[config.mk]
export PLATFORM = sky130hd
export DESIGN_NAME = nfet_array
export DESIGN_NICKNAME = d
export VERILOG_FILES = /design/src/rtl/nfet_array.sv
export SDC_FILE = /design/constraint.sdc
export NUM_CORES = 1
export LEC_CHECK = 0
export BUFFER_PORTS_ARGS = -buffer_cell sky130_fd_sc_hd__buf_2
export CORE_MARGIN = 10
export CORE_UTILIZATION = 45
export DETAILED_ROUTE_END_ITERATION = 10
export GPL_ROUTABILITY_DRIVEN = 0
export GPL_TIMING_DRIVEN = 0
export PLACE_DENSITY = 0.66
export SYNTH_ARGS = -nofsm -noshare
export SYNTH_HDL_FRONTEND = slang
export SYNTH_SLANG_ARGS = --single-unit
[constraint.sdc]
create_clock -name clk -period 4.9 [get_ports clk]
set_clock_uncertainty 0.2 [all_clocks]
set_input_delay 0.245 -clock clk [delete_from_list [all_inputs] [get_ports clk]]
set_output_delay 0.245 -clock clk [all_outputs]
set_load 0.005 [all_outputs]
[src/rtl/nfet_array.sv]
// ---------------------------------------------------------------------------
// nfet_array
//
// Clocked behavioural model of WIDTH independent NFET pull-down channels, each
// with a resistive pull-up on its drain. A channel's drain is driven low when
// its gate is high and its source is low; otherwise the pull-up lifts it high.
// Rising edges take HIGH_CYCLES clocks, falling edges take LOW_CYCLES clocks.
// With INERTIAL=1, a pulse shorter than the pending delay is swallowed and
// counted as a glitch. With INERTIAL=0, every started transition completes.
//
// Ports
//   clk        : single clock, all state changes on its rising edge
//   rst        : synchronous active-high reset (drain all ones, all IDLE)
//   source     : per-channel FET source level
//   gate       : per-channel FET gate level
//   clr_glitch : synchronous clear of the glitch counter (wins over events)
//   drain      : per-channel registered drain level
//   settled    : high when every channel is IDLE (decoded from state only)
//   glitches   : saturating count of cancelled transitions
// ---------------------------------------------------------------------------
module nfet_array #(
    parameter int WIDTH       = 8,
    parameter int HIGH_CYCLES = 10,
    parameter int LOW_CYCLES  = 1,
    parameter int INERTIAL    = 1,
    parameter int GW          = 8
) (
    input  logic             clk,
    input  logic             rst,
    input  logic [WIDTH-1:0] source,
    input  logic [WIDTH-1:0] gate,
    input  logic             clr_glitch,
    output logic [WIDTH-1:0] drain,
    output logic             settled,
    output logic [GW-1:0]    glitches
);

    // A single-cycle delay only needs a zero count, so keep at least one bit.
    localparam int MAXC = (HIGH_CYCLES > LOW_CYCLES) ? HIGH_CYCLES : LOW_CYCLES;
    localparam int CW   = (MAXC > 1) ? $clog2(MAXC) : 1;
    localparam int SW   = $clog2(WIDTH + 1);
    localparam int AW   = ((GW > SW) ? GW : SW) + 1;

    localparam logic [CW-1:0] RISE_LOAD  = CW'(HIGH_CYCLES - 1);
    localparam logic [CW-1:0] FALL_LOAD  = CW'(LOW_CYCLES - 1);
    localparam logic [AW-1:0] GLITCH_MAX = {{(AW-GW){1'b0}}, {GW{1'b1}}};

    typedef enum logic [1:0] {
        IDLE = 2'd0,
        RISE = 2'd1,
        FALL = 2'd2
    } state_t;

    state_t            state_q [WIDTH];
    state_t            state_d [WIDTH];
    logic [CW-1:0]     count_q [WIDTH];
    logic [CW-1:0]     count_d [WIDTH];
    logic [WIDTH-1:0]  drain_d;
    logic [WIDTH-1:0]  target;
    logic [WIDTH-1:0]  glitch_evt;
    logic [SW-1:0]     event_count;
    logic [AW-1:0]     glitch_sum;
    logic [GW-1:0]     glitches_d;

    // The drain wants to be high unless the FET conducts to a low source.
    assign target = ~gate | source;

    // Per-channel next-state logic. In RISE/FALL the inertial cancel check is
    // evaluated before the count-expired check so a reversal on the final
    // cycle still swallows the pulse.
    always_comb begin
        drain_d    = drain;
        glitch_evt = '0;
        for (int i = 0; i < WIDTH; i++) begin
            state_d[i] = state_q[i];
            count_d[i] = count_q[i];
            case (state_q[i])
                IDLE: begin
                    if (target[i] && !drain[i]) begin
                        state_d[i] = RISE;
                        count_d[i] = RISE_LOAD;
                    end else if (!target[i] && drain[i]) begin
                        state_d[i] = FALL;
                        count_d[i] = FALL_LOAD;
                    end
                end
                RISE, FALL: begin
                    if ((INERTIAL != 0) && (target[i] == drain[i])) begin
                        state_d[i]    = IDLE;
                        count_d[i]    = '0;
                        glitch_evt[i] = 1'b1;
                    end else if (count_q[i] == '0) begin
                        state_d[i] = IDLE;
                        drain_d[i] = (state_q[i] == RISE);
                    end else begin
                        count_d[i] = count_q[i] - 1'b1;
                    end
                end
                default: begin
                    state_d[i] = IDLE;
                    count_d[i] = '0;
                end
            endcase
        end
    end

    // Several channels may cancel on the same edge; add them all, saturating.
    always_comb begin
        event_count = '0;
        for (int i = 0; i < WIDTH; i++) begin
            event_count = event_count + SW'(glitch_evt[i]);
        end
        glitch_sum = AW'(glitches) + AW'(event_count);
        if (clr_glitch) begin
            glitches_d = '0;
        end else if (glitch_sum > GLITCH_MAX) begin
            glitches_d = '1;
        end else begin
            glitches_d = glitch_sum[GW-1:0];
        end
    end

    always_ff @(posedge clk) begin
        if (rst) begin
            drain    <= '1;
            glitches <= '0;
            for (int i = 0; i < WIDTH; i++) begin
                state_q[i] <= IDLE;
                count_q[i] <= '0;
            end
        end else begin
            drain    <= drain_d;
            glitches <= glitches_d;
            for (int i = 0; i < WIDTH; i++) begin
                state_q[i] <= state_d[i];
                count_q[i] <= count_d[i];
            end
        end
    end

    // Decoded only from the state registers, so gate/source never reach it.
    always_comb begin
        settled = 1'b1;
        for (int i = 0; i < WIDTH; i++) begin
            if (state_q[i] != IDLE) begin
                settled = 1'b0;
            end
        end
    end

endmodule

==> flow_metrics.tcl <==
set metrics [dict create \
    rsz0062_at_grt "no" \
    numPortBuffers 35 \
    synth_edf_count 0 \
    clkTransAtPathRegs_ns 0.07 \
    die_h_um 116 \
    dieArea_um2 13500 \
    overflow 0 \
    drive_gt1_share_pct 12.2 \
    grt_usage_pct 14.4 \
    hp-start "rst" \
    cts_made_buffers 9 \
    clk_latency_ns 0.35 \
    crit_path_start_kind "register" \
    cts_max_level 3 \
    async_flop_share_pct 0 \
    die_w_um 116 \
    grt_pass1_vias 3421 \
    relSlewSlack_pct 52.8 \
    maxCapViolations 0 \
    min_period_ns 4.52 \
    synthDominantCellAreaShare_pct 30.8 \
    syn_inst 488 \
    netlist_area_um2 4160 \
    hp-class "in -> reg" \
    antenna_found_initial 0 \
    antennaDiodeCount 0 \
    power_density_nw_per_um2 474 \
    area_growth_pct 13.4 \
    cp_data_required_time_ns 4.91 \
    grt_max_degree 11 \
    vias 3494 \
    ant_nets 0 \
    first_pass_iters 4 \
    setup_tns_ns 0 \
    hpwlAfterDp_mm 6.92 \
    finalSetupViolations 0 \
    worst_slack_ns 0.378 \
    reg2reg_depth 15 \
    end_kind "register" \
    p_leak_nw 2.02 \
    yosys.area.top_type "dfxtp_1" \
    grt_pass1_wl_mm 15.8 \
    avgSynthCellArea_um2 8.52 \
    r2r_slack_ns 0.38 \
    synthTopCellsByArea "dfxtp_1 31%, ha_1 15%, inv_1 4.6%" \
    cts.sink_count 64 \
    synth_top_flop_cell "dfxtp_1" \
    timing.hold.ws_ns 0.173 \
    yosys_warnings 0 \
    holdPathEnd "count_q[1][15]$_SDFFE_PP0P_" \
    status "complete, no violations" \
    ys_seq_elements 64 \
    wl_mm 9.20 \
    fmax_mhz 221 \
    r2r_end "glitches[7]$_SDFF_PP0_" \
    place_ws_ns 0.303 \
    critPathMaxFanout 5 \
    whs_path_depth 3 \
    drv_slew 0 \
    core-area_um2 9110 \
    cts_buffer_depth 2 \
    rows 35 \
    nFillCells 889 \
    ir_drop_mv 0.200 \
    reg2reg_from "state_q[0][4]$_SDFFE_PP0P_" \
    finalCritPeriodShare_pct 92.3 \
    synth_cell_types 59 \
    finalHoldViolCount 0 \
    post_drt_wl_per_cell_um 14.1 \
    layout.nets 610 \
    ioPinCount 36 \
    worst_pin_slew_ns 0.708 \
    critPathArrivalTime_ns 4.53 \
    route.detailed.drc 0 \
    cts_root_buffer "clkbuf_8" \
    synthesis.nets 563 \
    initial_core_util_pct 45.7 \
    path_class "reg -> reg" \
    via_per_inst 5.37 \
    cts_tree "built" \
    yosysSeqAreaShare_pct 30.8 \
    drt_iter0_drc 115 \
]
-- synth_stat cells (all sizes together) (4+ instances only) --
cell,number
a211oi,4
a21oi,36
a22o,4
a311o,4
and2,14
buf,4
clkbuf,7
dfxtp,64
fa,5
ha,51
inv,51
mux2i,14
nand2,34
nand2b,19
nand3,4
nor2,29
nor2b,16
nor3,14
nor3b,10
o211ai,4
o21ai,26
o41ai,4
or3,9
or3b,4
or4,10
xor2,5
-- stage by stage --
step / cells / instance area, µm² / total power (W) / util (%)
after floorplan: 488 / 4160 / 0.00148 / -
after global placement: 634 / 4470 / 0.00168 / 49.1
after detailed placement: 634 / 4470 / 0.00171 / 49.1
after CTS: 651 / 4720 / 0.00226 / 51.8
after global routing: 651 / 4720 / 0.00245 / 51.8
final: 651 / 4720 / 0.00224 / 51.8
-- worst max-delay path by stage --
stage                              to  depth (start not counted)                       start  slack, ns
6_report       glitches[7]$_SDFF_PP0_                         15  state_q[0][4]$_SDFFE_PP0P_       0.38
5_1_grt        glitches[7]$_SDFF_PP0_                         15  state_q[0][4]$_SDFFE_PP0P_       0.10
4_1_cts        glitches[3]$_SDFF_PP0_                         15  state_q[0][4]$_SDFFE_PP0P_       0.32
3_5_place_dp   glitches[3]$_SDFF_PP0_                         16                   source[2]       0.30
3_3_place_gp   glitches[3]$_SDFF_PP0_                         16                   source[2]       0.33
2_1_floorplan  glitches[7]$_SDFF_PP0_                         15  state_q[0][0]$_SDFFE_PP0P_       0.72
-- logic make-up after synthesis --
| group | after synthesis | share of synthesized area, % |
|---|---|---|
| AO/OA/AOI/OAI | 107 | 16.8 |
| buffers and inverters | 62 | 5.63 |
| XOR/XNOR | 8 | 1.68 |
| adder cells (fa/ha/maj) | 56 | 17.7 |
| AND/OR/NAND/NOR | 174 | 23.2 |
| flip-flops | 64 | 30.8 |
| multiplexers | 17 | 4.18 |
-- per-layer routing --
metal	up-vias	wire length, µm	track usage [%]
li1	1796	-	-
met3	12	331	3.39
met1	1641	4300	17.4
met5	-	0	0
met2	45	4410	24.5
met4	0	155	5.25
-- layout make-up --
type / count / area, µm² / share of cell area, %
Inverter: 51 / 191 / 4.06
Timing Repair Buffer: 36 / 185 / 3.93
Tap cell: 111 / 139 / 2.95
Multi-Input combinational cell: 362 / 2640 / 56.1
Clock inverter: 2 / 60.1 / 1.27
Sequential cell: 64 / 1280 / 27.2
Buffer: 11 / 42.5 / 0.902
Clock buffer: 14 / 173 / 3.66
-- worst max-delay path: stages, from the launching register on --
cell and delay (ns):
dfxtp_1 0.38, inv_1 0.06, ha_1 0.31, and2_1 0.20, fa_1 0.48, inv_1 0.05
fa_1 0.54, inv_1 0.06, fa_1 0.51, fa_1 0.48, inv_1 0.09, fa_1 0.20
nor2b_1 0.06, o21a_1 0.22, nor4_1 0.38, a311oi_1 0.17
-- registers in the layout (all words and copies together) (netlist names) --
register,cells
count_q,32
state_q,16
drain,8
glitches,8
-- cell usage in the layout, fill, tap and decap left out, types with 4 or more instances in the layout --
cell	n
dfxtp_1	64
inv_1	51
ha_1	51
buf_2	36
a21oi_1	36
nand2_1	34
nor2_1	29
o21ai_0	24
nand2b_1	19
nor3_1	14
nor2b_1	14
mux2i_1	14
and2_1	13
clkbuf_8	12
nor3b_1	10
or4_1	10
clkbuf_1	9
or3_1	8
xor2_1	5
fa_1	5
nand3_1	4
a211oi_1	4
o211ai_1	4
-- repair_timing --
action / 4_1_cts / 5_1_grt
endpoints found under the hold margin: 1 / 0
hold buffers: 1 / 0
gates resized for setup: 0 / 1
setup endpoints to repair: 0 / 1
setup buffers: 0 / 0
-- power breakdown --
part           total (W)  switching, W  leakage, nW  internal (W)
combinational    0.00103      0.000573         1.38      0.000455
clock           0.000537      0.000208        0.117      0.000329
sequential      0.000671     0.0000654        0.520      0.000606
total            0.00224      0.000847         2.02       0.00139
Power figures use the tool's default switching activity.
